$ cat config.mk
export PLATFORM = sky130hd
export DESIGN_NAME = timer_slave
export DESIGN_NICKNAME = d
export VERILOG_FILES = /design/src/rtl/timer_slave_pkg.sv /design/src/rtl/timer_slave_prescaler.sv /design/src/rtl/timer_slave.sv
export SDC_FILE = /design/constraint.sdc
export NUM_CORES = 1
export LEC_CHECK = 0
export ABC_AREA = 1
export BUFFER_PORTS_ARGS = -buffer_cell sky130_fd_sc_hd__buf_4
export CORE_UTILIZATION = 25
export CTS_CLUSTER_SIZE = 24
export DETAILED_ROUTE_END_ITERATION = 10
export HOLD_SLACK_MARGIN = 0.12
export SLEW_MARGIN = 30
export SYNTH_ARGS = -nofsm -noshare
export SYNTH_HDL_FRONTEND = slang
export SYNTH_SLANG_ARGS = --single-unit
$ cat constraint.sdc
create_clock -name clk -period 2.9 [get_ports clk]
set_input_delay 0.29 -clock clk [delete_from_list [all_inputs] [get_ports clk]]
set_output_delay 0.29 -clock clk [all_outputs]
set_load 0.01 [all_outputs]
$ cat src/rtl/timer_slave_pkg.sv
`default_nettype none
// ============================================================================
// Module   : timer_slave_pkg
// Purpose  : Register offsets and CTRL/STATUS bit positions for timer_slave.
// Revision : 1.0 - initial release
// ============================================================================
package timer_slave_pkg;

    typedef enum logic [2:0] {
        OFF_COUNT    = 3'd0,
        OFF_COMPARE  = 3'd1,
        OFF_CTRL     = 3'd2,
        OFF_STATUS   = 3'd3,
        OFF_PRESCALE = 3'd4
    } reg_off_e;

    localparam int CTRL_ENABLE     = 0;
    localparam int CTRL_AUTORELOAD = 1;
    localparam int CTRL_IRQ_EN     = 2;
    localparam int CTRL_W          = 3;
    localparam int STATUS_PENDING  = 0;

endpackage
`default_nettype wire

$ cat src/rtl/timer_slave_prescaler.sv
`default_nettype none
// ============================================================================
// Module   : timer_slave_prescaler
// Purpose  : Divides clk into count ticks; pcnt runs 0..prescale_i when enabled.
// Revision : 1.0 - initial release
// ============================================================================
module timer_slave_prescaler #(
    parameter int PRESCALE_W = 16
) (
    input  logic                  clk,
    input  logic                  reset,
    input  logic                  enable_i,
    input  logic [PRESCALE_W-1:0] prescale_i,
    input  logic                  clear_i,
    output logic                  tick_o
);

    logic [PRESCALE_W-1:0] pcnt_q;
    logic [PRESCALE_W-1:0] pcnt_d;

    assign tick_o = enable_i && (pcnt_q == prescale_i);

    always_comb begin
        pcnt_d = pcnt_q + PRESCALE_W'(1);
        if (clear_i || !enable_i || tick_o) begin
            pcnt_d = '0;
        end
    end

    always_ff @(posedge clk or negedge reset) begin
        if (!reset) begin
            pcnt_q <= '0;
        end else begin
            pcnt_q <= pcnt_d;
        end
    end

endmodule
`default_nettype wire

$ cat src/rtl/timer_slave.sv
`default_nettype none
// ============================================================================
// Module   : timer_slave
// Purpose  : SRAM-style memory-mapped timer: prescaled counter, compare with
//            optional auto-reload, sticky pending flag and level interrupt.
// Revision : 1.0 - initial release
// ============================================================================
module timer_slave
    import timer_slave_pkg::*;
#(
    parameter int XLEN       = 32,
    parameter int PRESCALE_W = 16
) (
    input  logic            clk,
    input  logic            reset,
    input  logic            timer_en,
    input  logic [3:0]      timer_wen,
    input  logic [XLEN-1:0] timer_addr,
    input  logic [XLEN-1:0] timer_wdata,
    output logic [XLEN-1:0] timer_rdata,
    output logic            irq
);

    localparam int LANES = XLEN / 8;

    logic [XLEN-1:0]       count_q,    count_d;
    logic [XLEN-1:0]       compare_q,  compare_d;
    logic [CTRL_W-1:0]     ctrl_q,     ctrl_d;
    logic                  pending_q,  pending_d;
    logic [PRESCALE_W-1:0] prescale_q, prescale_d;
    logic [XLEN-1:0]       rdata_q,    rdata_d;

    reg_off_e              w_off;
    logic                  w_wr;
    logic                  w_rd;
    logic                  w_tick;
    logic                  w_match;
    logic [XLEN-1:0]       w_count_inc;
    logic [XLEN-1:0]       w_lane_mask;
    logic                  w_unused_addr;

    assign w_off         = reg_off_e'(timer_addr[4:2]);
    assign w_wr          = timer_en && (timer_wen != 4'b0000);
    assign w_rd          = timer_en && (timer_wen == 4'b0000);
    assign w_unused_addr = ^{timer_addr[XLEN-1:5], timer_addr[1:0]};

    generate
        for (genvar i = 0; i < LANES; i++) begin : g_lane
            assign w_lane_mask[8*i +: 8] = {8{timer_wen[i]}};
        end
    endgenerate

    timer_slave_prescaler #(
        .PRESCALE_W (PRESCALE_W)
    ) u_prescaler (
        .clk        (clk),
        .reset      (reset),
        .enable_i   (ctrl_q[CTRL_ENABLE]),
        .prescale_i (prescale_q),
        .clear_i    (w_wr && (w_off == OFF_PRESCALE)),
        .tick_o     (w_tick)
    );

    assign w_count_inc = count_q + XLEN'(1);
    // A CPU write to COUNT suppresses both the increment and the match check.
    assign w_match = w_tick && !(w_wr && (w_off == OFF_COUNT))
                     && (w_count_inc == compare_q);

    always_comb begin
        count_d    = count_q;
        compare_d  = compare_q;
        ctrl_d     = ctrl_q;
        prescale_d = prescale_q;
        pending_d  = pending_q;

        if (w_wr && (w_off == OFF_COUNT)) begin
            count_d = (count_q & ~w_lane_mask) | (timer_wdata & w_lane_mask);
        end else if (w_tick) begin
            count_d = (w_match && ctrl_q[CTRL_AUTORELOAD]) ? '0 : w_count_inc;
        end

        if (w_wr && (w_off == OFF_COMPARE)) begin
            compare_d = (compare_q & ~w_lane_mask) | (timer_wdata & w_lane_mask);
        end

        if (w_wr && (w_off == OFF_CTRL) && timer_wen[0]) begin
            ctrl_d = timer_wdata[CTRL_W-1:0];
        end

        if (w_wr && (w_off == OFF_PRESCALE)) begin
            prescale_d = (prescale_q & ~w_lane_mask[PRESCALE_W-1:0])
                       | (timer_wdata[PRESCALE_W-1:0] & w_lane_mask[PRESCALE_W-1:0]);
        end

        // A new match outranks a simultaneous write-1-to-clear.
        if (w_match) begin
            pending_d = 1'b1;
        end else if (w_wr && (w_off == OFF_STATUS) && timer_wen[0]
                     && timer_wdata[STATUS_PENDING]) begin
            pending_d = 1'b0;
        end
    end

    always_comb begin
        rdata_d = rdata_q;
        if (w_rd) begin
            case (w_off)
                OFF_COUNT:    rdata_d = count_q;
                OFF_COMPARE:  rdata_d = compare_q;
                OFF_CTRL:     rdata_d = XLEN'(ctrl_q);
                OFF_STATUS:   rdata_d = XLEN'(pending_q);
                OFF_PRESCALE: rdata_d = XLEN'(prescale_q);
                default:      rdata_d = '0;
            endcase
        end
    end

    always_ff @(posedge clk or negedge reset) begin
        if (!reset) begin
            count_q    <= '0;
            compare_q  <= '0;
            ctrl_q     <= '0;
            pending_q  <= 1'b0;
            prescale_q <= '0;
            rdata_q    <= '0;
        end else begin
            count_q    <= count_d;
            compare_q  <= compare_d;
            ctrl_q     <= ctrl_d;
            pending_q  <= pending_d;
            prescale_q <= prescale_d;
            rdata_q    <= rdata_d;
        end
    end

    assign timer_rdata = rdata_q;
    assign irq         = pending_q && ctrl_q[CTRL_IRQ_EN];

endmodule
`default_nettype wire

**Word level (Yosys, flattened, before mapping)**

Index checks and enable logic that the tools add are counted.

- Input bits: 71
- Logic and storage cells: 56
- Output and inout port bits: 33
- Bits in registers: 132

- Add/sub/neg operators: 2
- Reduce and logical (&&, ||, !) cells: 24
- Equality and inequality tests: 6
- Mux-type cells: 7
- Bitwise operators: 10

Operator list:

| cell | number |
|---|---|
| 32-bit one-hot mux with 5 select lines | 1 |
| 32-bit bitwise AND | 3 |
| 32-bit 2-to-1 mux | 3 |
| 32-bit OR | 2 |
| 32-bit by 1-bit adder with 32-bit output (second input constant) | 1 |
| 16-bit bitwise AND | 2 |
| 32-bit equality test | 1 |
| 32-bit NOT | 1 |
| 16-bit by 1-bit adder with 16-bit output (second input constant) | 1 |
| 16-bit equality test | 1 |
| 16-bit 2-to-1 mux | 1 |
| 16-bit NOT | 1 |
| 16-bit OR | 1 |
| 1-bit logical AND | 15 |
| 3-bit by 2-bit equality test with 1-bit output (second input constant) | 2 |
| 4-bit zero test | 1 |
| 2-bit nonzero test | 2 |
| 4-bit nonzero test | 1 |
| 3-bit by 1-bit equality test with 1-bit output (second input constant) | 1 |
| 3-bit equality test (second input constant) | 1 |
| 3-bit zero test | 1 |
| 1-bit zero test | 2 |
| 1-bit logical OR | 2 |
| 1-bit 2-to-1 mux | 2 |

**Depth between registers and ports, before layout**

Gate-level depths: netlist (run 1).

- Depth after elaboration: 10
- Mapped depth: 17
- Depth with buffers taken out: 16

**Modules after synthesis**

Synthesis (run 1) repeated with hierarchy kept, for this count alone.

- Cell total of the unflattened synthesis: 1205
- Area, all modules: 8328.0 µm²

Modules (own cells, without submodules):

| module | area an instance (µm²) | cells each | times used | sequential area each (µm²) |
|---|---|---|---|---|
| timer_slave | 7070.5 | 1017 | 1 | 2902.8 |
| timer_slave_prescaler | 1257.5 | 188 | 1 | 400.4 |

**Worst setup path before layout (run 1)**

Ideal clock, no wire load.

- Kind: register to register
- Start point: register (tool-made name)
- End point: register (tool-made name)
- Path buffers: 1
- Data required time: 2.777 ns
- Period minus slack after synthesis: 2.277 ns
- Setup slack: 0.623 ns
- Stages on the path, launching flop included: 18
- Arrival: 2.153 ns
- Setup time: 0.123 ns
- Path through: dfrtp_1 ha_1 nand2_2 nor2_4 nand2_2 nor2_4 nand2_1 nand2_1 nand2_1 nand2_1 nand2_1 nor2_1 nand2_1 nor2_2 nand4_2 buf_6 nand2_1 a21oi_1

==> flow_summary.toml, run 1 <==
[cts]
worst_skew_pair.late_latency_ns = 0.44
postCtsSetupBuffers = 0
cts.sinks = 132
root_buffer = "clkbuf_16"
cts_buffers = 17
cts_tree = "done"
clock_path_buffers = 2
htree_levels = 4
clk_pin_slew_ns = 0.06

[global_routing]
antenna_found_initial = 0
grt.total_usage_pct = 15.71
grt_pass1_vias = 7486
grt_first_pass_wirelength_um = 39590
grt_max_degree = 56
grt-ovfl-total = 0

[pwr]
p_per_area_nw_per_um2 = 846.4
ir_drop_mv = 0.3677
leakagePower_uw = 0.005080

[critical_path]
crit_slowest_cell = "dfrtp_1"
cp_top_family = "simple AND/OR/NAND/NOR gates"
reg2regPathDepth = 14
worst-path-stages = 14
cpPeakStageDelay_ns = 0.46
cp_cell_sequence = "nand2_1 > nor2_4 > nand2_2 > nor2_2 > nand2_1 > xor2_1 > nand2_1 > nand2_1 > nand2_1 > nor2_2 > nand4_2 > buf_4 > nand2_1 > a21oi_1"
path_common_cell = "nand2_1"
cp-end-kind = "flip-flop"
required_ns = 3.22
worstPathArrival_ns = 3.02
path_class = "reg -> reg"
setup.worst_path.start_class = "flip-flop"
critPathBufInv = 1
cp_max_fo = 16

[cells_and_area]
seq_area_um2 = 3303
drive_above_1_share_pct = 13.39
fin_area_um2 = 9796
diodes = 0
fin_nets = 1307
final_common_cell = "nand2_1"
final_cell_mix = "nand2_1 (336), nor2_1 (159), dfrtp_1 (132)"
fillCellCount = 3378
area_growth_pct = 24.51
multi_input_area_um2 = 3969

[synthesis]
syn_nets = 1206
yosysUniqueCellTypes = 40
avgSynthCellArea_um2 = 6.944
synth.ff_latch_count = 132
ys_seq_area_share_pct = 41.98
synth_ff_type = "dfrtp_1"
synth-edff-count = 0
yosysTopAreaCell = "dfrtp_1"
syn_inst = 1133
synth_top_area_share_pct = 41.98
yosysWarningCount = 0
syn_area_um2 = 7868
synthArstFlopShare_pct = 100.0
synth_area_leaders = "dfrtp_1 (42%), nand2_1 (16%), nor2_1 (7.6%)"

[routing]
route.detailed.drc = 8
wl_per_cell_um = 15.12
via_per_inst = 4.656
wl_um = 24850
vias = 7649
ant_nets = 0
drt_pass1_iterations = 9
first_iter_violations = 571

[sta]
setup_viol = 0
fin_setup_tns_ns = 0
tightest_slew_ns = 0.8189
rsz0062_at_grt = "no"
timing.fmax_mhz = 370.7
min_period_ns = 2.698
hold_viol = 0
finalCritPeriodShare_pct = 93.02
maxSlewViolCount = 0
worst_slew_margin_rel_pct = 45.35
finClkSkew_ns = 0.01036

[placement]
place.port_buffers = 74
hpwl_um = 18630
place_area_um2 = 8981
routabilityCongestion = 0.9090

[floorplanning]
initial_utilization_pct = 25.59
dieHeight_um = 179.4
core_area_um2 = 30750
io_pins = 104
fp.dieArea_um2 = 32180
core.rowCount = 64
fp.dieW_um = 179.4

[hold_path]
hp-class = "in -> reg"
hold_depth = 3

[run]
drv_cap = 0

[run_status]
outcome = "finished, violations left"
violations = "design-rule violations"
==> Yosys cell counts, types with 12 or more instances <==
cell and number:
nand2_1 336, nor2_1 160, dfrtp_1 132, inv_1 121
a21oi_1 95, nand3_1 67, o21ai_0 47, o22ai_1 38
clkbuf_1 20, nand2_2 12, xor2_1 12
==> worst register-to-register path, cell delays in order, from the launching register on <==
cell,delay [ns]
dfrtp_1,0.46
nand2_1,0.13
nor2_4,0.21
nand2_2,0.14
nor2_2,0.30
nand2_1,0.22
xor2_1,0.24
nand2_1,0.07
nand2_1,0.08
nand2_1,0.07
nor2_2,0.15
nand4_2,0.12
buf_4,0.24
nand2_1,0.10
a21oi_1,0.06
==> metrics by stage <==
step                setup slack, ns  utilization, %  power (µW)  instances  hold slack, ns
global placement             0.2292           29.21        5759       1597          0.2864
floorplan                    0.6233               -        4844       1133       -0.005591
global route               0.005278           31.86        8898       1643          0.1422
CTS                          0.1843           31.82        8306       1643          0.1201
finish                       0.2025           31.86        8291       1643          0.1355
detailed placement           0.1979           29.21        5809       1597          0.2919
==> area by class of cell <==
class                           instances  share of cell area [%]
Sequential cell                       132                   33.72
Timing Repair Buffer                  110                   9.082
Multi-Input combinational cell        846                   40.52
Clock buffer                           19                   4.522
Tap cell                              396                   5.058
Clock inverter                         13                   2.235
Inverter                              127                   4.867
==> layer usage <==
| layer | vias to the layer above | wire length, µm | track usage (%) |
|---|---|---|---|
| met5 | - | 0 | 0 |
| li1 | 3878 | - | - |
| met2 | 179 | 11290 | 24.72 |
| met3 | 35 | 1400 | 3.079 |
| met4 | 0 | 653 | 6.517 |
| met1 | 3557 | 11510 | 21.06 |
==> repair_timing <==
| item | 4_1_cts | 5_1_grt |
|---|---|---|
| endpoints found under the hold margin | 62 | 0 |
| setup endpoints to repair | 0 | 32 |
| hold buffers | 14 | 0 |
| resized for setup | 0 | 3 |
==> cells by family (layout without fill, tap and decap cells) <==
logic type | after synthesis | in the layout | share of synthesized area, %
DFF | 132 | 132 | 41.98
muxes | 3 | 3 | 0.4294
buffers and inverters | 155 | 269 | 7.729
and+or+nand+nor | 621 | 621 | 33.21
xor gates and xnor gates | 17 | 17 | 2.242
adders and majority gates | 2 | 2 | 0.3180
AOI/OAI and AO/OA | 203 | 203 | 14.09
==> worst paths after layout <==
path                                 start                         end  slack (ns)
max in group asynchronous            reset  asynchronous set/reset pin        1.72
setup / recovery                 flip-flop                   flip-flop        0.20
hold / removal             timer_wdata[26]                   flip-flop        0.14
setup reg to reg                 flip-flop                   flip-flop        0.20
min in group asynchronous            reset  asynchronous set/reset pin        0.39
hold reg to reg            timer_rdata[19]             timer_rdata[19]        0.48
==> where the power goes <==
group / leakage (µW) / switching (µW) / total, µW / internal (µW)
Clock: 0.000319 / 882 / 2440 / 1560
Combinational: 0.00318 / 1980 / 3150 / 1170
Sequential: 0.00158 / 441 / 2700 / 2250
No activity file was read; power rests on OpenSTA's default activity.
==> inputs of run 2 (changes only) <==
--- a/config.mk
+++ b/config.mk
@@ -8,6 +8,7 @@
 export ABC_AREA = 1
 export BUFFER_PORTS_ARGS = -buffer_cell sky130_fd_sc_hd__buf_4
 export CORE_UTILIZATION = 25
+export CTS_BUF_LIST = sky130_fd_sc_hd__clkbuf_16
 export CTS_CLUSTER_SIZE = 24
 export DETAILED_ROUTE_END_ITERATION = 10
 export HOLD_SLACK_MARGIN = 0.12
==> flow_summary.toml, run 2 (same netlist as run 1, synthesis figures left out) <==
[cts]
htree_levels = 4
cts.sinks = 132
root_buffer = "clkbuf_16"
clock_path_buffers = 2
clk_pin_slew_ns = 0.06
worst_skew_pair.late_latency_ns = 0.43
cts_tree = "done"
cts_buffers = 17
postCtsSetupBuffers = 0

[sta]
maxSlewViolCount = 0
fin_setup_tns_ns = 0
hold_viol = 0
rsz0062_at_grt = "no"
finClkSkew_ns = 0.008992
setup_viol = 0
postLayoutSetupSlackWorst_ns = 0.1974
worst_slew_margin_rel_pct = 46.18
finalCritPeriodShare_pct = 93.19
min_period_ns = 2.703
whs_ns = 0.1375
timing.fmax_mhz = 370.0
tightest_slew_ns = 0.8064

[critical_path]
cp_max_fo = 16
cp-end-kind = "flip-flop"
required_ns = 3.22
worstPathArrival_ns = 3.02
setup.worst_path.start_class = "flip-flop"
crit_slowest_cell = "dfrtp_1"
path_class = "reg -> reg"
path_common_cell = "nand2_1"
cp_cell_sequence = "nand2_1 > nor2_4 > nand2_2 > nor2_2 > nand2_1 > xor2_1 > nand2_1 > nand2_1 > nand2_1 > nor2_2 > nand4_2 > buf_4 > nand2_1 > a21oi_1"
cpPeakStageDelay_ns = 0.47

[cells_and_area]
diodes = 0
fin_util_pct = 31.82
fin_nets = 1307
drive_above_1_share_pct = 13.31
area_growth_pct = 24.38
final_cell_mix = "nand2_1 (336), nor2_1 (159), dfrtp_1 (132)"
final_common_cell = "nand2_1"

[placement]
dp_slack_ns = 0.1979
routabilityCongestion = 0.9090
hpwl_um = 18630
place.port_buffers = 74

[routing]
route.detailed.drc = 8
via_per_inst = 4.678
drt_pass1_iterations = 10
ant_nets = 0
wl_um = 24830
first_iter_violations = 581
vias = 7686
wl_per_cell_um = 15.11

[run]
drv_cap = 0

[pwr]
ir_drop_mv = 0.3662
finalPower_uw = 8256
leakagePower_uw = 0.005078
p_per_area_nw_per_um2 = 843.6

[global_routing]
grt_first_pass_wirelength_um = 39580
grt_pass1_vias = 7486
antenna_found_initial = 0
grt-ovfl-total = 0
grt_max_degree = 56
grt.total_usage_pct = 15.71

[floorplanning]
initial_utilization_pct = 25.59
dieHeight_um = 179.4
fp.dieArea_um2 = 32180
fp.dieW_um = 179.4
core_area_um2 = 30750
core.rowCount = 64
io_pins = 104

[run_status]
violations = "design-rule violations"
outcome = "finished, violations left"

[hold_path]
hp-class = "in -> reg"
[run 2: cell count changes in the layout (fill, tap and decap cells not counted)]
cell,change
clkbuf_8,-1
clkbuf_1,-1
inv_1,+1
clkinv_1,+1
[run 2: final cells by class]
cell class / instances / area [µm²]
Inverter: 127 / 476.7
Clock buffer: 17 / 425.4
Fill cell: 3380 / 20960
Tap cell: 396 / 495.5
Sequential cell: 132 / 3303
Clock inverter: 15 / 226.5
Multi-Input combinational cell: 846 / 3969
Timing Repair Buffer: 110 / 889.6
[run 2: power by group]
| group | switching (µW) | internal, µW |
|---|---|---|
| Combinational | 1980 | 1170 |
| Sequential | 440 | 2250 |
| Clock | 880 | 1530 |
[run 2: through the flow]
step,instances,area (µm²)
2_1_floorplan,1133,7868
3_3_place_gp,1597,8981
3_5_place_dp,1597,8981
4_1_cts,1643,9773
5_1_grt,1643,9786
6_report,1643,9786
[run 2: timing repair]
item / CTS / global route
resized for setup: 0 / 3
endpoints found under the setup margin: 0 / 32
hold buffers: 14 / 0
hold endpoints to repair: 62 / 0
[run 2: final timing paths]
check	start	to	slack (ns)	cells past startpoint
max	flip-flop	flip-flop	0.20	14
max in group asynchronous	reset	asynchronous set/reset pin	1.72	3
min in group asynchronous	reset	asynchronous set/reset pin	0.39	2
max reg2reg	flip-flop	flip-flop	0.20	14
min	timer_wdata[26]	flip-flop	0.14	3
min reg2reg	timer_rdata[19]	timer_rdata[19]	0.48	2
[run 2: worst max-delay path: cells and delay by family, from the launching register on]
family / cells / cell delay (ns)
compound gates: 1 / 0.06
flops: 1 / 0.47
xor+xnor: 1 / 0.23
simple gates: 11 / 1.58
buf+inv: 1 / 0.24
[run 2: layer usage]
layer / up-vias / share of wire, % / track usage [%]
met4: 0 / 2.5 / 6.517
li1: 3880 / - / -
met1: 3593 / 47 / 21.06
met2: 180 / 46 / 24.72
met5: - / 0 / 0
met3: 33 / 5.0 / 3.079
